[config.mk]
export PLATFORM = sky130hd
export DESIGN_NAME = hidden_fwd_mac
export DESIGN_NICKNAME = d
export VERILOG_FILES = /design/src/rtl/hidden_fwd_mac.sv
export SDC_FILE = /design/constraint.sdc
export NUM_CORES = 1
export LEC_CHECK = 0
export BUFFER_PORTS_ARGS = -buffer_cell sky130_fd_sc_hd__buf_2
export CORE_AREA = 5 5 170 156
export CTS_CLUSTER_SIZE = 24
export DETAILED_ROUTE_END_ITERATION = 6
export DIE_AREA = 0 0 175 161
export PLACE_DENSITY_LB_ADDON = 0.25
export RECOVER_POWER = 50
export SLEW_MARGIN = 20
export SYNTH_ARGS = -nofsm -noshare
export SYNTH_HDL_FRONTEND = slang
export SYNTH_SLANG_ARGS = --single-unit
[constraint.sdc]
create_clock -name clk -period 8.5 [get_ports clk]
set_input_delay 1.7 -clock clk [delete_from_list [all_inputs] [get_ports clk]]
set_output_delay 1.7 -clock clk [all_outputs]
set_load 0.02 [all_outputs]
[src/rtl/hidden_fwd_mac.sv]
// Hidden-layer forward-pass engine.
// One pass per rising edge of fph: streams weight rows 0..N_IN-1 and the bias
// row N_IN from a 1-cycle-latency RAM, accumulates all N_HID neurons in
// parallel, then applies ReLU and saturation into h_out.
module hidden_fwd_mac #(
  parameter int N_IN  = 2,
  parameter int N_HID = 3,
  parameter int DW    = 8,
  parameter int FRAC  = 4,
  parameter int AW    = 4
) (
  input  logic                  clk,
  input  logic                  rst,
  input  logic                  fph,
  input  logic [N_IN*DW-1:0]    x_data,
  output logic [AW-1:0]         w_rd_addr,
  output logic                  w_rd_en,
  input  logic [N_HID*DW-1:0]   w_rd_data,
  output logic [N_HID*DW-1:0]   h_out,
  output logic                  h_valid,
  output logic                  busy,
  output logic                  ovf
);

  localparam int PW    = 2 * DW;
  localparam int ACC_W = PW + $clog2(N_IN + 1);

  localparam logic signed [ACC_W-1:0] MAXV   = {{(ACC_W-DW+1){1'b0}}, {(DW-1){1'b1}}};
  localparam logic        [DW-1:0]    MAX_DW = {1'b0, {(DW-1){1'b1}}};

  typedef enum logic [1:0] {IDLE, READ, ACC, ACT} state_t;

  state_t                   state;
  logic                     fph_q;
  logic [N_IN*DW-1:0]       x_lat;
  logic [AW-1:0]            k;
  logic [N_HID*ACC_W-1:0]   acc;
  logic [N_HID*ACC_W-1:0]   acc_nxt;
  logic [N_HID*DW-1:0]      h_nxt;
  logic [N_HID-1:0]         clip;
  logic signed [DW-1:0]     xk;
  logic                     start;
  logic                     last;
  logic [AW:0]              nxt_addr;

  assign start    = fph & ~fph_q & (state == IDLE);
  assign last     = (k == AW'(N_IN));
  assign nxt_addr = {1'b0, k} + (AW+1)'(2);

  // Select the latched input that pairs with the weight row currently on w_rd_data
  always_comb begin
    xk = '0;
    for (int unsigned i = 0; i < N_IN; i++) begin
      if (k == AW'(i)) xk = x_lat[i*DW +: DW];
    end
  end

  for (genvar j = 0; j < N_HID; j++) begin : g_neuron
    logic signed [DW-1:0]    wv;
    logic signed [PW-1:0]    prod;
    logic signed [ACC_W-1:0] acc_j;
    logic signed [ACC_W-1:0] term;
    logic signed [ACC_W-1:0] sh;

    assign wv    = w_rd_data[j*DW +: DW];
    assign acc_j = acc[j*ACC_W +: ACC_W];
    assign prod  = xk * wv;
    assign sh    = acc_j >>> FRAC;

    // Accumulate a product for weight rows, or the Q-aligned bias on the final row
    always_comb begin
      if (last) term = {{(ACC_W-DW){wv[DW-1]}}, wv} << FRAC;
      else      term = {{(ACC_W-PW){prod[PW-1]}}, prod};
      acc_nxt[j*ACC_W +: ACC_W] = acc_j + term;
    end

    // ReLU then clip the rescaled sum to the largest positive data value
    always_comb begin
      clip[j] = 1'b0;
      if (sh[ACC_W-1]) begin
        h_nxt[j*DW +: DW] = '0;
      end else if (sh > MAXV) begin
        h_nxt[j*DW +: DW] = MAX_DW;
        clip[j]           = 1'b1;
      end else begin
        h_nxt[j*DW +: DW] = sh[DW-1:0];
      end
    end
  end

  // Pass sequencer with registered RAM controls and results
  always_ff @(posedge clk or posedge rst) begin
    if (rst) begin
      state     <= IDLE;
      fph_q     <= 1'b0;
      x_lat     <= '0;
      k         <= '0;
      acc       <= '0;
      h_out     <= '0;
      h_valid   <= 1'b0;
      busy      <= 1'b0;
      ovf       <= 1'b0;
      w_rd_en   <= 1'b0;
      w_rd_addr <= '0;
    end else begin
      fph_q   <= fph;
      h_valid <= 1'b0;
      case (state)
        IDLE: begin
          if (start) begin
            x_lat     <= x_data;
            acc       <= '0;
            ovf       <= 1'b0;
            k         <= '0;
            w_rd_en   <= 1'b1;
            w_rd_addr <= '0;
            busy      <= 1'b1;
            state     <= READ;
          end else begin
            busy <= 1'b0;
          end
        end
        READ: begin
          w_rd_addr <= AW'(1);
          state     <= ACC;
        end
        ACC: begin
          acc <= acc_nxt;
          // Reads run two rows ahead of the row being accumulated
          if (nxt_addr <= (AW+1)'(N_IN)) w_rd_addr <= nxt_addr[AW-1:0];
          else                           w_rd_en   <= 1'b0;
          if (last) state <= ACT;
          else      k     <= k + AW'(1);
        end
        ACT: begin
          h_out   <= h_nxt;
          h_valid <= 1'b1;
          ovf     <= |clip;
          state   <= IDLE;
        end
        default: state <= IDLE;
      endcase
    end
  end

endmodule

# Word level (Yosys, flattened, before mapping)
# Cells that the tools add are included.
dict set report totals {
  regBits 109
  in_bits 43
  out_inout_bits 32
}
dict set report op_classes {
  add_sub_neg 5
  n_mul 3
  n_lt_le_gt_ge 4
  eq_ne 10
  n_mux 34
  bitwise_logic 3
  reduce_logical 13
}
# cell count
set op_table {}
lappend op_table {{$pmux 54 s2} 1}
lappend op_table {{$mux 8} 8}
lappend op_table {{$add 18x18->18} 3}
lappend op_table {{$mux 18} 3}
lappend op_table {{$mux 54} 1}
lappend op_table {{$mul 8x8->16} 3}
lappend op_table {{$gt 14x8->1 const B} 3}
lappend op_table {{$mux 4} 3}
lappend op_table {{$pmux 4 s3} 1}
lappend op_table {{$mux 1} 11}
lappend op_table {{$ne 2x2->1 const B} 5}
lappend op_table {{$reduce_and 3->1} 3}
lappend op_table {{$pmux 2 s4} 1}
lappend op_table {{$pmux 4 s2} 1}
lappend op_table {{$reduce_and 2->1} 4}
lappend op_table {{$add 4x2->5 const B} 1}
lappend op_table {{$le 5x2->1 const B} 1}
lappend op_table {{$add 4x1->4 const B} 1}
lappend op_table {{$eq 2x2->1 const B} 2}
lappend op_table {{$eq 4x1->1 const B} 1}
lappend op_table {{$eq 4x2->1 const B} 1}
lappend op_table {{$logic_not 4->1} 1}
lappend op_table {{$mux 2} 2}
lappend op_table {{$pmux 1 s2} 2}
lappend op_table {{other kinds (7)} 9}

# Logic depth before layout (Yosys ltp)
dict set report depth {
  depth_word 7
  ltp_mapped 35
  mapped_depth_nobuf 33
}

# Worst setup path before layout
# Ideal clock, no wire load.
dict set report synth_timing {
  path_type {input -> register}
  start {in w_rd_data[12]}
  end {reg acc[35]}
  setup_time_ns 0.121
  arrival_ns 6.959
  t_required_ns 8.379
  path_slack_ns 1.420
  path_stages 25
  path_buffers 1
  path_cell_list {clkbuf_1 and2_1 fa_1 inv_1 fa_1 inv_1 fa_1 inv_1 fa_1 inv_1 ha_1 a21oi_1 o21bai_1 a21oi_1 o21bai_1 a211o_1 a31oi_1 xor2_1 o21ai_0 ha_1 and3_1 a211oi_2 xnor2_1 o21bai_1 a22o_1}
}
dict set report synth_between {
  elab_chain_cells 4
}
# element line_no
set synth_lines {}
lappend synth_lines {{from (decl)} 18} ;# input logic [N_HID*DW-1:0] w_rd_data,
lappend synth_lines {{$mul 8x8->16} 67} ;# assign prod = xk * wv;
lappend synth_lines {{$mux 18 *} 72} ;# if (last) term = {{(ACC_W-DW){wv[DW-1]}}, wv} << FRAC;
lappend synth_lines {{$add 18x18->18 *} 74} ;# acc_nxt[j*ACC_W +: ACC_W] = acc_j + term;
lappend synth_lines {{$pmux 54 s2 *} 108} ;# case (state)
lappend synth_lines {{to (signal assigned)} 128} ;# acc <= acc_nxt;
lappend synth_lines {{to (decl)} 37} ;# logic [N_HID*ACC_W-1:0] acc;
# Every way passes the cells marked *; elsewhere a longest branch is shown, timed or not.
# A chain may end at the register's enable or synchronous reset.

# Worst setup path after layout
dict set report layout_timing {
  start {reg k[1]}
  end {reg acc[17]}
}
dict set report layout_between {
  elab_chain_cells 7
}
# element line_no
set layout_lines {}
lappend layout_lines {{from (decl)} 36} ;# logic [AW-1:0] k;
lappend layout_lines {{from (signal assigned)} 133} ;# else k <= k + AW'(1);
lappend layout_lines {{$logic_not 4->1} 54} ;# if (k == AW'(i)) xk = x_lat[i*DW +: DW];
lappend layout_lines {{$mux 8 (2 in series)} 54}
lappend layout_lines {{$mul 8x8->16} 67}
lappend layout_lines {{$mux 18 *} 72}
lappend layout_lines {{$add 18x18->18 *} 74}
lappend layout_lines {{$pmux 54 s2 *} 108}
# Marked as above.

==> impl_metrics.sql <==
INSERT INTO impl_metrics (metric_group, metric, value, unit) VALUES
('outcome', 'outcome', 'finished with violations', ''),
('outcome', 'violations_in_the_final_reports', 'capacitance limit, slew limit', ''),
('synthesis', 'synth_fa_ha_area_share', '35.9', '%'),
('worst_setup_path', 'data_required_time_of_the_worst_path', '8.76', 'ns'),
('synthesis', 'post_synth_num_cell_types', '58', ''),
('synthesis', 'edff_count_synth', '0', ''),
('clocking', 'post_cts_buffers', '0', ''),
('timing', 'post-route-period-util', '90.9', '%'),
('worst_setup_path', 'r2r.worst_path.cells', '28', ''),
('synthesis', 'post_synth_mux_area_share', '2.96', '%'),
('clocking', 'insertion_delay', '0.36', 'ns'),
('clocking', 'ctsRootBufferMaster', 'sky130_fd_sc_hd__clkbuf_16', ''),
('synthesis', 'post_synth.cell_area_avg', '8.81', 'sq um'),
('clocking', 'cts.clk_slew.worst_paths', '0.08', 'ns'),
('clocking', 'tritoncts', 'built', ''),
('grt', 'grt_remaining_overflow', '0', ''),
('worst_setup_path', 'ff2ff_setup_slack', '0.77', 'ns'),
('min_path', 'worstHoldEndpoint', 'acc[38]', ''),
('worst_setup_path', 'rr_startpoint', 'k[1]', ''),
('min_path', 'timing.hold.worst_path_depth', '2', ''),
('timing', 'timing.clock.skew', '0.00769', 'ns'),
('routing', 'detail_route.wirelength', '32500', 'um'),
('routing', 'dr.first_iter.drc_count', '665', ''),
('min_path', 'hp-class', 'register to register', ''),
('finish', 'finish.net_count', '2050', ''),
('grt', 'grt_first_pass_wirelength', '55500', 'um'),
('routing', 'route.detailed.drc', '0', ''),
('worst_setup_path', 'rr_endpoint', 'acc[17]', ''),
('synthesis', 'total_of_flip_flops_plus_latches_after_synthesis', '109', ''),
('clocking', 'clkSinkCount', '109', ''),
('synthesis', 'synth_top_family_by_area', 'adder cells', ''),
('synthesis', 'yosysSeqAreaShare', '18.8', '%'),
('clocking', 'ctsHtreeMaxLevel', '3', ''),
('finish', 'drive_above_1_share', '9.19', '%'),
('timing', 'max_slew.worst_pin.slew', '4.44', 'ns'),
('floorplanning', 'die_width', '175', 'um'),
('floorplanning', 'starting_density_of_the_core', '58.8', '%'),
('placement', 'dp_worst_setup_slack', '0.844', 'ns'),
('finish', 'number_of_filler_instances_in_the_final_layout', '2174', ''),
('clocking', 'cts_inserted_buffers', '9', ''),
('worst_setup_path', 'worst_setup_path_start_kind', 'register', ''),
('placement', 'gp_congestion', '0.933', ''),
('finish', 'areaGrowthSynthToFinish', '6.79', '%'),
('synthesis', 'synth-async-reset-ratio', '100', '%'),
('flow_run', 'max_cap_violations', '1', ''),
('floorplanning', 'die_span_y', '161', 'um'),
('routing', 'wl_per_cell', '16.2', 'um'),
('floorplanning', 'core-area', '24600', 'sq um'),
('worst_setup_path', 'critical_path.max_stage_delay', '0.87', 'ns'),
('floorplanning', 'die_area', '28200', 'sq um'),
('timing', 'period_needed', '7.73', 'ns'),
('floorplanning', 'num_io_pins', '75', ''),
('timing', 'timing.final.max_slew_violations', '81', ''),
('placement', 'postPlaceCellArea', '15200', 'sq um'),
('synthesis', 'yosysWarningCount', '0', ''),
('timing', 'maxSlewHeadroom', '-196', '%'),
('grt', 'maximum_number_of_pins_on_one_net_before_global_route_repair', '81', ''),
('clocking', 'clockBufferDepth', '2', ''),
('timing', 'report.final.setup_viol', '0', ''),
('placement', 'io_buffers', '74', ''),
('timing', 'achievable-frequency', '129', 'MHz'),
('finish', 'finalNonFillerCells', '2010', ''),
('synthesis', 'yosys.area_share.xor_xnor', '5.33', '%'),
('grt', 'grt_pass1_vias', '11400', ''),
('min_path', 'hold_start', 'acc[38]', ''),
('routing', 'vias_per_cell', '5.56', ''),
('grt', 'grt_use_total', '23.9', '%'),
('clocking', 'cts_hold_buf', '0', ''),
('finish', 'antenna-diode-count', '0', ''),
('worst_setup_path', 'element_type_at_the_critical_path_end', 'register', ''),
('synthesis', 'area_share_of_and_or_nand_nor_cells_after_synthesis', '16.6', '%');
-- metrics by stage --
stage / util, % / hold slack [ns]
final: 62.7 / 0.483
after global routing: 62.7 / 0.503
after CTS: 62.8 / 0.485
after detailed placement: 61.6 / 0.468
after global placement: 61.6 / 0.457
after floorplan: - / 0.445
-- area by class of cell --
cell class                      count  area (sq um)  area share (%)
Clock inverter                      6          57.6           0.372
Timing Repair Buffer               89           474            3.07
Clock buffer                       10           239            1.55
Multi-Input combinational cell   1209         10500            68.2
Inverter                          274          1030            6.66
Sequential cell                   109          2730            17.6
Tap cell                          313           392            2.53
-- worst max-delay path, delay by kind of cell (launching register included) --
family	cells	cell delay [ns]
XOR/XNOR	2	0.30
AO/OA/AOI/OAI	13	3.10
AND/OR/NAND/NOR	2	0.48
adder cells (fa/ha/maj)	7	3.04
buffers and inverters	4	0.27
flip-flops	1	0.43
-- cells in the mapped netlist (all sizes together) (10+ instances only) --
library cell	n	area share, %
a211oi	13	0.71
a21o	22	1.1
a21oi	64	2.2
a22o	14	0.85
and2	133	5.7
and3	10	0.43
clkbuf	47	1.2
dfrtp	109	19
fa	168	23
ha	147	13
inv	274	7.1
mux2	38	3.0
nand2	145	3.8
nand2b	13	0.56
nand3	17	0.59
nor2	128	3.3
nor3	14	0.48
o21a	10	0.52
o21ai	89	3.1
o21bai	12	0.62
xnor2	48	2.9
xor2	40	2.4
-- cell usage in the layout (no fill, tap or decap), types with 63 or more instances in the layout --
| cell type | synthesis | final |
|---|---|---|
| sky130_fd_sc_hd__o21ai_0 | 85 | 84 |
| sky130_fd_sc_hd__and2_1 | 133 | 133 |
| sky130_fd_sc_hd__a21oi_1 | 63 | 63 |
| sky130_fd_sc_hd__inv_1 | 274 | 273 |
| sky130_fd_sc_hd__ha_1 | 147 | 147 |
| sky130_fd_sc_hd__dfrtp_1 | 109 | 109 |
| sky130_fd_sc_hd__nor2_1 | 128 | 128 |
| sky130_fd_sc_hd__nand2_1 | 145 | 145 |
| sky130_fd_sc_hd__buf_2 | 0 | 73 |
| sky130_fd_sc_hd__fa_1 | 168 | 168 |
-- per-layer routing --
layer / vias up / GRT usage, % / wire length, um
met5: - / 0 / 9
met4: 2 / 7.03 / 879
met3: 55 / 3.86 / 1230
met2: 239 / 41.3 / 16200
met1: 5524 / 31.2 / 14200
li1: 5364 / - / -
-- cells by family (layout without fill, tap and decap cells) --
family | count (synthesis) | in the layout
buffers and inverters | 325 | 379
AOI/OAI and AO/OA | 272 | 272
xor gates and xnor gates | 88 | 88
DFF | 109 | 109
adders and majority gates | 315 | 315
and+or+nand+nor | 496 | 496
muxes | 38 | 38
-- sequential cells by signal (all words and copies together) (netlist names) --
register   cells
ovf            1
busy           1
w_rd_en        1
h_out         24
h_valid        1
fph_q          1
state          2
x_lat         16
acc           54
k              4
w_rd_addr      4
-- how the worst max path moves through the flow --
stage	endpoint	from	cells past startpoint
global placement	acc[17]	w_rd_data[7]	25
finish	acc[17]	k[1]	28
global route	acc[34]	k[1]	26
floorplan	acc[35]	w_rd_data[12]	25
CTS	acc[17]	k[1]	28
detailed placement	acc[17]	k[1]	28
Power is not shown: default switching activity piles up to over one toggle a cycle in this logic, so the estimate is an artifact.
